### src/rtl/shift_pkg.sv
// rtl/shift_pkg.sv - shared widths, op encodings and payload types for the shifter arbiter
package shift_pkg;

  localparam int W  = 32;
  localparam int SW = 5;

  // Op bit positions within {rotate,left,arith}
  localparam int OP_ROT   = 2;
  localparam int OP_LEFT  = 1;
  localparam int OP_ARITH = 0;

  typedef enum logic [2:0] {
    SRL = 3'b000,
    SRA = 3'b001,
    SLL = 3'b010,
    SLA = 3'b011,
    ROR = 3'b100,
    ROL = 3'b110
  } shift_op_e;

  // Operands as presented to the shifter
  typedef struct packed {
    logic [W-1:0]  a;
    logic [SW-1:0] b;
    logic [2:0]    op;
  } shift_req_t;

  // Result as returned by the shifter and held for a requester
  typedef struct packed {
    logic [W-1:0] q;
    logic         ov;
    logic         z;
  } shift_rsp_t;

endpackage

### src/rtl/shift_rsp_slot.sv
// rtl/shift_rsp_slot.sv - single-entry response holding register with load/drain handshake
module shift_rsp_slot
  import shift_pkg::*;
(
  input  logic       clk,
  input  logic       rst_n,
  input  logic       load,
  input  shift_rsp_t load_data,
  input  logic       rsp_ready,
  output logic       rsp_valid,
  output shift_rsp_t rsp_data,
  output logic       free
);

  // The slot can accept a new result when empty or when being drained this cycle
  assign free = ~rsp_valid | rsp_ready;

  // Load wins over drain so a drained slot can be refilled at the same edge
  always_ff @(posedge clk or negedge rst_n) begin
    if (!rst_n) begin
      rsp_valid <= 1'b0;
      rsp_data  <= '0;
    end else if (load) begin
      rsp_valid <= 1'b1;
      rsp_data  <= load_data;
    end else if (rsp_ready) begin
      rsp_valid <= 1'b0;
    end
  end

endmodule

### src/rtl/shift_arb_2.sv
// rtl/shift_arb_2.sv - two-requester round-robin sequencer for a shared 32-bit barrel shifter
module shift_arb_2
  import shift_pkg::*;
#(
  parameter bit IDLE_ZERO = 1'b1
) (
  input  logic          clk,
  input  logic          rst_n,
  input  logic          r0_req_valid,
  output logic          r0_req_ready,
  input  logic [W-1:0]  r0_req_a,
  input  logic [SW-1:0] r0_req_b,
  input  logic [2:0]    r0_req_op,
  output logic          r0_rsp_valid,
  input  logic          r0_rsp_ready,
  output logic [W-1:0]  r0_rsp_q,
  output logic          r0_rsp_ov,
  output logic          r0_rsp_z,
  input  logic          r1_req_valid,
  output logic          r1_req_ready,
  input  logic [W-1:0]  r1_req_a,
  input  logic [SW-1:0] r1_req_b,
  input  logic [2:0]    r1_req_op,
  output logic          r1_rsp_valid,
  input  logic          r1_rsp_ready,
  output logic [W-1:0]  r1_rsp_q,
  output logic          r1_rsp_ov,
  output logic          r1_rsp_z,
  output logic [W-1:0]  sh_a,
  output logic [SW-1:0] sh_b,
  output logic          sh_rotate,
  output logic          sh_left,
  output logic          sh_arith,
  input  logic [W-1:0]  sh_q,
  input  logic          sh_ov,
  input  logic          sh_z
);

  shift_req_t req0, req1;
  shift_req_t held;
  shift_req_t drive;
  shift_rsp_t sh_rsp;
  shift_rsp_t rsp0, rsp1;
  logic       free0, free1;
  logic       elig0, elig1;
  logic       grant0, grant1;
  logic       rr_ptr;   // 0: requester 0 wins a tie, 1: requester 1 wins a tie

  assign req0   = {r0_req_a, r0_req_b, r0_req_op};
  assign req1   = {r1_req_a, r1_req_b, r1_req_op};
  assign sh_rsp = {sh_q, sh_ov, sh_z};

  // A requester competes only if its response slot can take the result
  assign elig0 = r0_req_valid & free0;
  assign elig1 = r1_req_valid & free1;

  // Tie goes to the pointer; a lone eligible requester always wins
  always_comb begin
    grant0 = 1'b0;
    grant1 = 1'b0;
    if (elig0 && elig1) begin
      grant0 = ~rr_ptr;
      grant1 = rr_ptr;
    end else begin
      grant0 = elig0;
      grant1 = elig1;
    end
  end

  assign r0_req_ready = grant0;
  assign r1_req_ready = grant1;

  // Pointer moves to the other requester after every grant, holds otherwise
  always_ff @(posedge clk or negedge rst_n) begin
    if (!rst_n) begin
      rr_ptr <= 1'b0;
    end else if (grant0) begin
      rr_ptr <= 1'b1;
    end else if (grant1) begin
      rr_ptr <= 1'b0;
    end
  end

  // Remember the last granted operands for the hold-when-idle drive mode
  always_ff @(posedge clk or negedge rst_n) begin
    if (!rst_n) begin
      held <= '0;
    end else if (grant0) begin
      held <= req0;
    end else if (grant1) begin
      held <= req1;
    end
  end

  // Shifter operand mux: granted requester, else zero or held operands
  always_comb begin
    drive = held;
    if (grant0) begin
      drive = req0;
    end else if (grant1) begin
      drive = req1;
    end else if (IDLE_ZERO) begin
      drive = '0;
    end
  end

  assign sh_a      = drive.a;
  assign sh_b      = drive.b;
  assign sh_rotate = drive.op[OP_ROT];
  assign sh_left   = drive.op[OP_LEFT];
  assign sh_arith  = drive.op[OP_ARITH];

  shift_rsp_slot u_slot0 (
    .clk       (clk),
    .rst_n     (rst_n),
    .load      (grant0),
    .load_data (sh_rsp),
    .rsp_ready (r0_rsp_ready),
    .rsp_valid (r0_rsp_valid),
    .rsp_data  (rsp0),
    .free      (free0)
  );

  shift_rsp_slot u_slot1 (
    .clk       (clk),
    .rst_n     (rst_n),
    .load      (grant1),
    .load_data (sh_rsp),
    .rsp_ready (r1_rsp_ready),
    .rsp_valid (r1_rsp_valid),
    .rsp_data  (rsp1),
    .free      (free1)
  );

  assign r0_rsp_q  = rsp0.q;
  assign r0_rsp_ov = rsp0.ov;
  assign r0_rsp_z  = rsp0.z;
  assign r1_rsp_q  = rsp1.q;
  assign r1_rsp_ov = rsp1.ov;
  assign r1_rsp_z  = rsp1.z;

endmodule

### config.mk
export PLATFORM = sky130hd
export DESIGN_NAME = shift_arb_2
export DESIGN_NICKNAME = d
export VERILOG_FILES = /design/src/rtl/shift_pkg.sv /design/src/rtl/shift_rsp_slot.sv /design/src/rtl/shift_arb_2.sv
export SDC_FILE = /design/constraint.sdc
export NUM_CORES = 1
export LEC_CHECK = 0
export ABC_CLOCK_PERIOD_IN_PS = 2550
export BUFFER_PORTS_ARGS = -buffer_cell sky130_fd_sc_hd__buf_2
export CAP_MARGIN = 20
export CORE_ASPECT_RATIO = 0.7
export CORE_MARGIN = 2
export CORE_UTILIZATION = 45
export DETAILED_ROUTE_END_ITERATION = 7
export PLACE_DENSITY = 0.82
export RECOVER_POWER = 25
export REMOVE_ABC_BUFFERS = 1
export SLEW_MARGIN = 40
export SYNTH_ARGS = -nofsm -noshare
export SYNTH_HDL_FRONTEND = slang
export SYNTH_HIERARCHICAL = 1
export SYNTH_SLANG_ARGS = --single-unit
### constraint.sdc
create_clock -name clk -period 2.55 [get_ports clk]
set_clock_uncertainty 0.1 [all_clocks]
set_input_delay 0.51 -clock clk [delete_from_list [all_inputs] [get_ports clk]]
set_output_delay 0.51 -clock clk [all_outputs]
set_load 0.1 [all_outputs]
==> impl_metrics.py, run 1 <==
metrics = {
    "timing": {
        "min_period_ns": 2.45,
        "max_clock_freq_mhz": 408,
        "rsz0062_at_grt": "false",
        "worstMarginPinSlew_ns": 1.42,
        "setup_viol": 0,
        "hold_viol": 0,
        "min_period_over_period_pct": 96.1,
        "slew_headroom_pct": 5.13,
        "drv_slew": 0,
    },
    "min_path": {
        "hp-start": "sh_q[29]",
        "hold_depth": 2,
        "hold_class": "primary input to flip-flop",
    },
    "cells_and_area": {
        "regArea_sq_um": 1780,
        "multiInputGateArea_sq_um": 1960,
        "diodes": 0,
        "nets": 647,
        "syn_to_final_growth_pct": 51.7,
        "finalNonFillerCells": 652,
        "layout_commonest_cell": "buf_2",
        "drive_above_1_share_pct": 69.4,
        "fillCellCount": 593,
        "fin_area_sq_um": 6130,
        "layout_common_cells": "188 x buf_2, 80 x nand3_1, 71 x dfrtp_1",
    },
    "pwr": {
        "intPower_uw": 3260,
        "cellLeakagePower_uw": 0.00298,
        "sw_frac_of_total_pct": 56.1,
        "comb_power_share_pct": 63.9,
        "clkPwrFrac_pct": 14.5,
        "p_per_area_nw_per_um2": 1210,
        "switchingPower_uw": 4170,
        "power_frac_seq_pct": 21.6,
        "peakVddDrop_mv": 1.09,
    },
    "synthesis": {
        "synth_top_area_share_pct": 43.9,
        "ys_seq_elements": 71,
        "ys_types": 17,
        "synth_mux_area_share_pct": 24.3,
        "synth-xor-area-share_pct": 0,
        "synthAdderAreaFrac_pct": 0,
        "syn-cell-area_sq_um": 4040,
        "yosys.area_share.simple_pct": 11.4,
        "yosys_warnings": 6,
        "synth_top_family_by_area": "multiplexers",
        "yosysTopAreaCell": "dfrtp_1",
        "yosys-top-cells-area": "dfrtp_1 44%, mux2_4 22%, o22ai_2 12%, nand3_1 9.9%, buf_12 3.0%",
        "synth.avg_cell_area_sq_um": 13.1,
        "yosysSeqAreaShare_pct": 43.9,
        "synth_compound_area_share_pct": 12.3,
        "synthCells": 309,
    },
    "critical_path": {
        "crit_arrival_ns": 1.84,
        "cp-start-kind": "flip-flop",
        "reg2reg_from": "u_slot0/rsp_valid",
        "crit_path_cell_trace": "nand2b_1, buf_4, nand3_1, o22ai_2, buf_12",
        "cp.depth": 5,
        "crit_fanout": 43,
        "worstSetupPathType": "flip-flop to output pin",
        "cp.required_ns": 1.94,
        "r2r_cells": 6,
        "cp.buffers_inverters": 2,
        "worst_path_largest_cell_delay_ns": 0.41,
        "crit_family": "buffers and inverters",
        "crit_path_start": "u_slot0/rsp_valid",
        "critical-path-slowest-cell": "dfrtp_1",
        "setup.worst_path.end_class": "output pin",
    },
    "job": {
        "maxCapViolations": 0,
    },
    "global_route": {
        "gr-usage-all-layers_pct": 23.6,
        "first_global_vias": 3473,
        "grt_first_pass_wirelength_microns": 18100,
        "overflow": 0,
        "grt_start_max_net_pins": 46,
        "antenna_found_initial": 0,
    },
    "routing": {
        "wl_met3_microns": 723,
        "avgViaCountPerCell": 5.26,
        "routed.top_layer": "met4",
        "dr_wl_met2_microns": 5860,
        "m1WireLength_microns": 5060,
        "wire_per_inst_microns": 18.2,
        "ant_nets": 0,
        "drtPass1Iterations": 4,
        "initialDrtViolationCount": 256,
        "drc": 0,
        "vias": 3427,
        "postRouteWirelength_microns": 11900,
    },
    "place": {
        "dp_hpwl_microns": 8790,
        "placedCellCount": 636,
        "io_buffers": 231,
        "place_congestion": 0.863,
        "place_area_sq_um": 5890,
    },
    "die": {
        "io_pins": 232,
        "die_w_microns": 117,
        "die_area_sq_um": 9770,
        "start_util_pct": 47.1,
        "core_area_sq_um": 8580,
        "die_y_microns": 83.3,
        "rows": 28,
    },
    "clock_network": {
        "h-tree-depth": 3,
        "clock_path_buffers": 2,
        "postCtsSetupRepairBufs": 0,
        "cts.clk_slew.worst_paths_ns": 0.05,
        "cts-resized-gates": 0,
        "cts_root_buf": "clkbuf_16",
        "clock_latency_ns": 0.32,
        "cts_tree": "built",
        "cts.sinks": 71,
        "cts-buffers-inserted": 9,
        "holdBufCountCts": 0,
    },
    "status": {
        "status": "completed",
    },
}
power groups by stage:
stage                     Combinational, uW  Sequential, uW  Clock [uW]
after floorplan                        1560            3720           0
after global placement                 4710            1600           0
after detailed placement               4760            1620           0
after CTS                              4770            1610        1110
after global routing                   4870            1640        1160
final                                  4750            1610        1080
final timing paths:
check	end	slack (ns)
hold reg to reg	u_slot0/rsp_data[31]	0.40
min in group asynchronous	u_slot0/rsp_data[1]	0.41
hold / removal	u_slot1/rsp_data[31]	0.33
setup reg to reg	u_slot0/rsp_data[32]	0.40
max in group asynchronous	u_slot1/rsp_data[14]	0.53
setup / recovery	sh_arith	0.1
through the flow:
stage               setup slack, ns  util [%]  hold WS [ns]  power [uW]  setup TNS [ns]
floorplan                     -4.60         -         0.114        5280         -403.86
global placement              0.255      68.6         0.385        6310               0
detailed placement            0.202      68.6         0.389        6380               0
CTS                           0.101      71.6         0.110        7490               0
global route                0.00513      71.5         0.320        7670               0
finish                       0.0987      71.5         0.334        7440               0
kinds of logic after synthesis:
kind of cell           Yosys count
AOI/OAI and AO/OA               41
buffers and inverters           38
DFF                             71
muxes                           68
and+or+nand+nor                 91
sequential cells by signal (all words and copies together), names as in the netlist:
signal	flops
u_slot0/rsp_data	34
u_slot1/rsp_data	34
rr_ptr	1
u_slot0/rsp_valid	1
u_slot1/rsp_valid	1
synth_stat cells, drive strengths merged:
master,instances
nand2,2
buf,22
mux2,68
o22ai,40
clkbuf,16
nand3,80
and3,1
and3b,1
nand2b,4
dfrtp,71
a21oi,1
nor2,3
per-layer routing:
| metal | up-vias | GRT usage (%) |
|---|---|---|
| met4 | 0 | 7.70 |
| met3 | 23 | 6.50 |
| met5 | - | 0 |
| met2 | 142 | 37.9 |
| li1 | 1572 | - |
| met1 | 1690 | 30.6 |
area by class of cell:
class | count | area share [%]
tap | 120 | 2.45
clock buffer | 11 | 3.79
timing repair buffer | 245 | 32.4
sequential | 71 | 29.0
multi-input combinational | 200 | 31.9
clock inverter | 5 | 0.408
Power figures use the tool's default switching activity.
==> inputs of run 2 (changes only) <==
Settings changed: ABC_CLOCK_PERIOD_IN_PS 2550 to 2900, CORE_UTILIZATION 45 to 48, PLACE_DENSITY 0.82 to 0.86.
Clock period 2.55 ns to 2.9 ns, I/O delays scaled along.
==> impl_metrics.py, run 2 (same netlist as run 1, synthesis figures left out) <==
metrics = {
    "critical_path": {
        "crit_arrival_ns": 1.84,
        "crit_fanout": 42,
        "setup.worst_path.end_class": "output pin",
        "reg2reg_from": "u_slot0/rsp_valid",
        "rr_endpoint": "u_slot0/rsp_data[19]",
        "cp.depth": 5,
        "r2r_cells": 6,
        "cp.required_ns": 2.22,
        "endpoint": "sh_a[31]",
        "crit_family": "buffers and inverters",
        "cp.buffers_inverters": 2,
        "worstSetupPathType": "flip-flop to output pin",
        "cp-start-kind": "flip-flop",
        "crit_path_start": "u_slot1/rsp_valid",
        "crit_path_cell_trace": "nand2b_1, buf_4, nand3_1, o22ai_1, buf_12",
        "worst_path_largest_cell_delay_ns": 0.38,
        "reg2reg_setup_slack_ns": 0.72,
        "critical-path-slowest-cell": "dfrtp_1",
    },
    "global_route": {
        "first_global_vias": 3473,
        "grt_first_pass_wirelength_microns": 18300,
        "overflow": 0,
        "gr-usage-all-layers_pct": 25.6,
        "antenna_found_initial": 0,
        "grt_start_max_net_pins": 54,
    },
    "timing": {
        "max_clock_freq_mhz": 397,
        "min_period_over_period_pct": 86.9,
        "worstMarginPinSlew_ns": 1.25,
        "setup_viol": 0,
        "min_period_ns": 2.52,
        "rsz0062_at_grt": "false",
        "hold_ws_ns": 0.279,
        "hold_viol": 0,
        "slew_headroom_pct": 16.9,
        "drv_slew": 0,
    },
    "clock_network": {
        "holdBufCountCts": 0,
        "cts.clk_slew.worst_paths_ns": 0.06,
        "clock_path_buffers": 2,
        "clock_latency_ns": 0.33,
        "cts-resized-gates": 0,
        "cts-buffers-inserted": 9,
        "cts_root_buf": "clkbuf_16",
        "postCtsSetupRepairBufs": 0,
        "cts.sinks": 71,
        "h-tree-depth": 3,
        "cts_tree": "built",
    },
    "routing": {
        "avgViaCountPerCell": 5.41,
        "ant_nets": 0,
        "initialDrtViolationCount": 227,
        "drtPass1Iterations": 5,
        "postRouteWirelength_microns": 12100,
        "wire_per_inst_microns": 19.0,
        "drc": 0,
        "vias": 3426,
    },
    "cells_and_area": {
        "diodes": 0,
        "nets": 647,
        "regArea_sq_um": 1780,
        "layout_commonest_cell": "buf_2",
        "drive_above_1_share_pct": 69.7,
        "top_regs": "u_slot0/rsp_data (34), u_slot1/rsp_data (34)",
        "fillCellCount": 524,
        "layout_common_cells": "188 x buf_2, 80 x nand3_1, 71 x dfrtp_1",
        "syn_to_final_growth_pct": 50.5,
        "final_core_util_pct": 76.0,
        "multiInputGateArea_sq_um": 1960,
    },
    "pwr": {
        "clkPwrFrac_pct": 16.6,
        "cellLeakagePower_uw": 0.00298,
        "power_frac_seq_pct": 21.0,
        "comb_power_share_pct": 62.4,
        "intPower_uw": 2980,
        "p_per_area_nw_per_um2": 1100,
        "sw_frac_of_total_pct": 55.3,
        "peakVddDrop_mv": 0.930,
        "switchingPower_uw": 3690,
    },
    "place": {
        "dp_hpwl_microns": 8780,
        "io_buffers": 231,
        "place_congestion": 0.795,
    },
    "die": {
        "io_pins": 232,
        "die_area_sq_um": 9180,
        "die_y_microns": 80.8,
        "core_area_sq_um": 8010,
        "die_w_microns": 114,
        "rows": 27,
        "start_util_pct": 50.5,
    },
    "status": {
        "status": "completed",
    },
    "job": {
        "maxCapViolations": 0,
    },
    "min_path": {
        "hold_class": "primary input to async pin",
    },
}
==> run 2: layout make-up <==
type	count	area share [%]
clock inverter	5	0.925
sequential	71	29.2
clock buffer	11	4.15
tap	101	2.08
multi-input combinational	200	32.2
timing repair buffer	245	31.4
==> run 2: metrics by stage <==
stage / area [sq um] / power [uW] / instances / TNS (ns) / worst slack (ns)
after floorplan: 3720 / 4640 / 271 / -367.25 / -4.25
after global placement: 5790 / 5510 / 617 / 0 / 0.425
after detailed placement: 5790 / 5580 / 617 / 0 / 0.391
after CTS: 6100 / 6720 / 633 / 0 / 0.368
after global routing: 6080 / 6870 / 633 / 0 / 0.219
final: 6080 / 6680 / 633 / 0 / 0.379
==> run 2: worst min-delay path by stage <==
stage	cells past startpoint	from	to
after floorplan	0	rst_n	rr_ptr
after global placement	1	u_slot1/rsp_data[19]	u_slot1/rsp_data[19]
after detailed placement	1	u_slot1/rsp_data[19]	u_slot1/rsp_data[19]
after CTS	1	rst_n	u_slot0/rsp_data[17]
after global routing	1	rst_n	u_slot1/rsp_data[31]
final	1	rst_n	u_slot1/rsp_data[12]
==> run 2: routing by layer <==
layer	vias to the layer above	part of all wire, %	track usage (%)
met4	0	1.2	6.46
met1	1699	41	33.0
met5	-	0	0
li1	1572	-	-
met2	143	52	44.7
met3	12	5.4	5.30
==> run 2: power groups by stage <==
stage / clock network, uW / registers (uW) / logic (uW)
after global routing: 1180 / 1430 / 4260
after detailed placement: 0 / 1410 / 4170
final: 1110 / 1400 / 4170
after CTS: 1130 / 1400 / 4180
after floorplan: 0 / 3270 / 1370
after global placement: 0 / 1390 / 4120
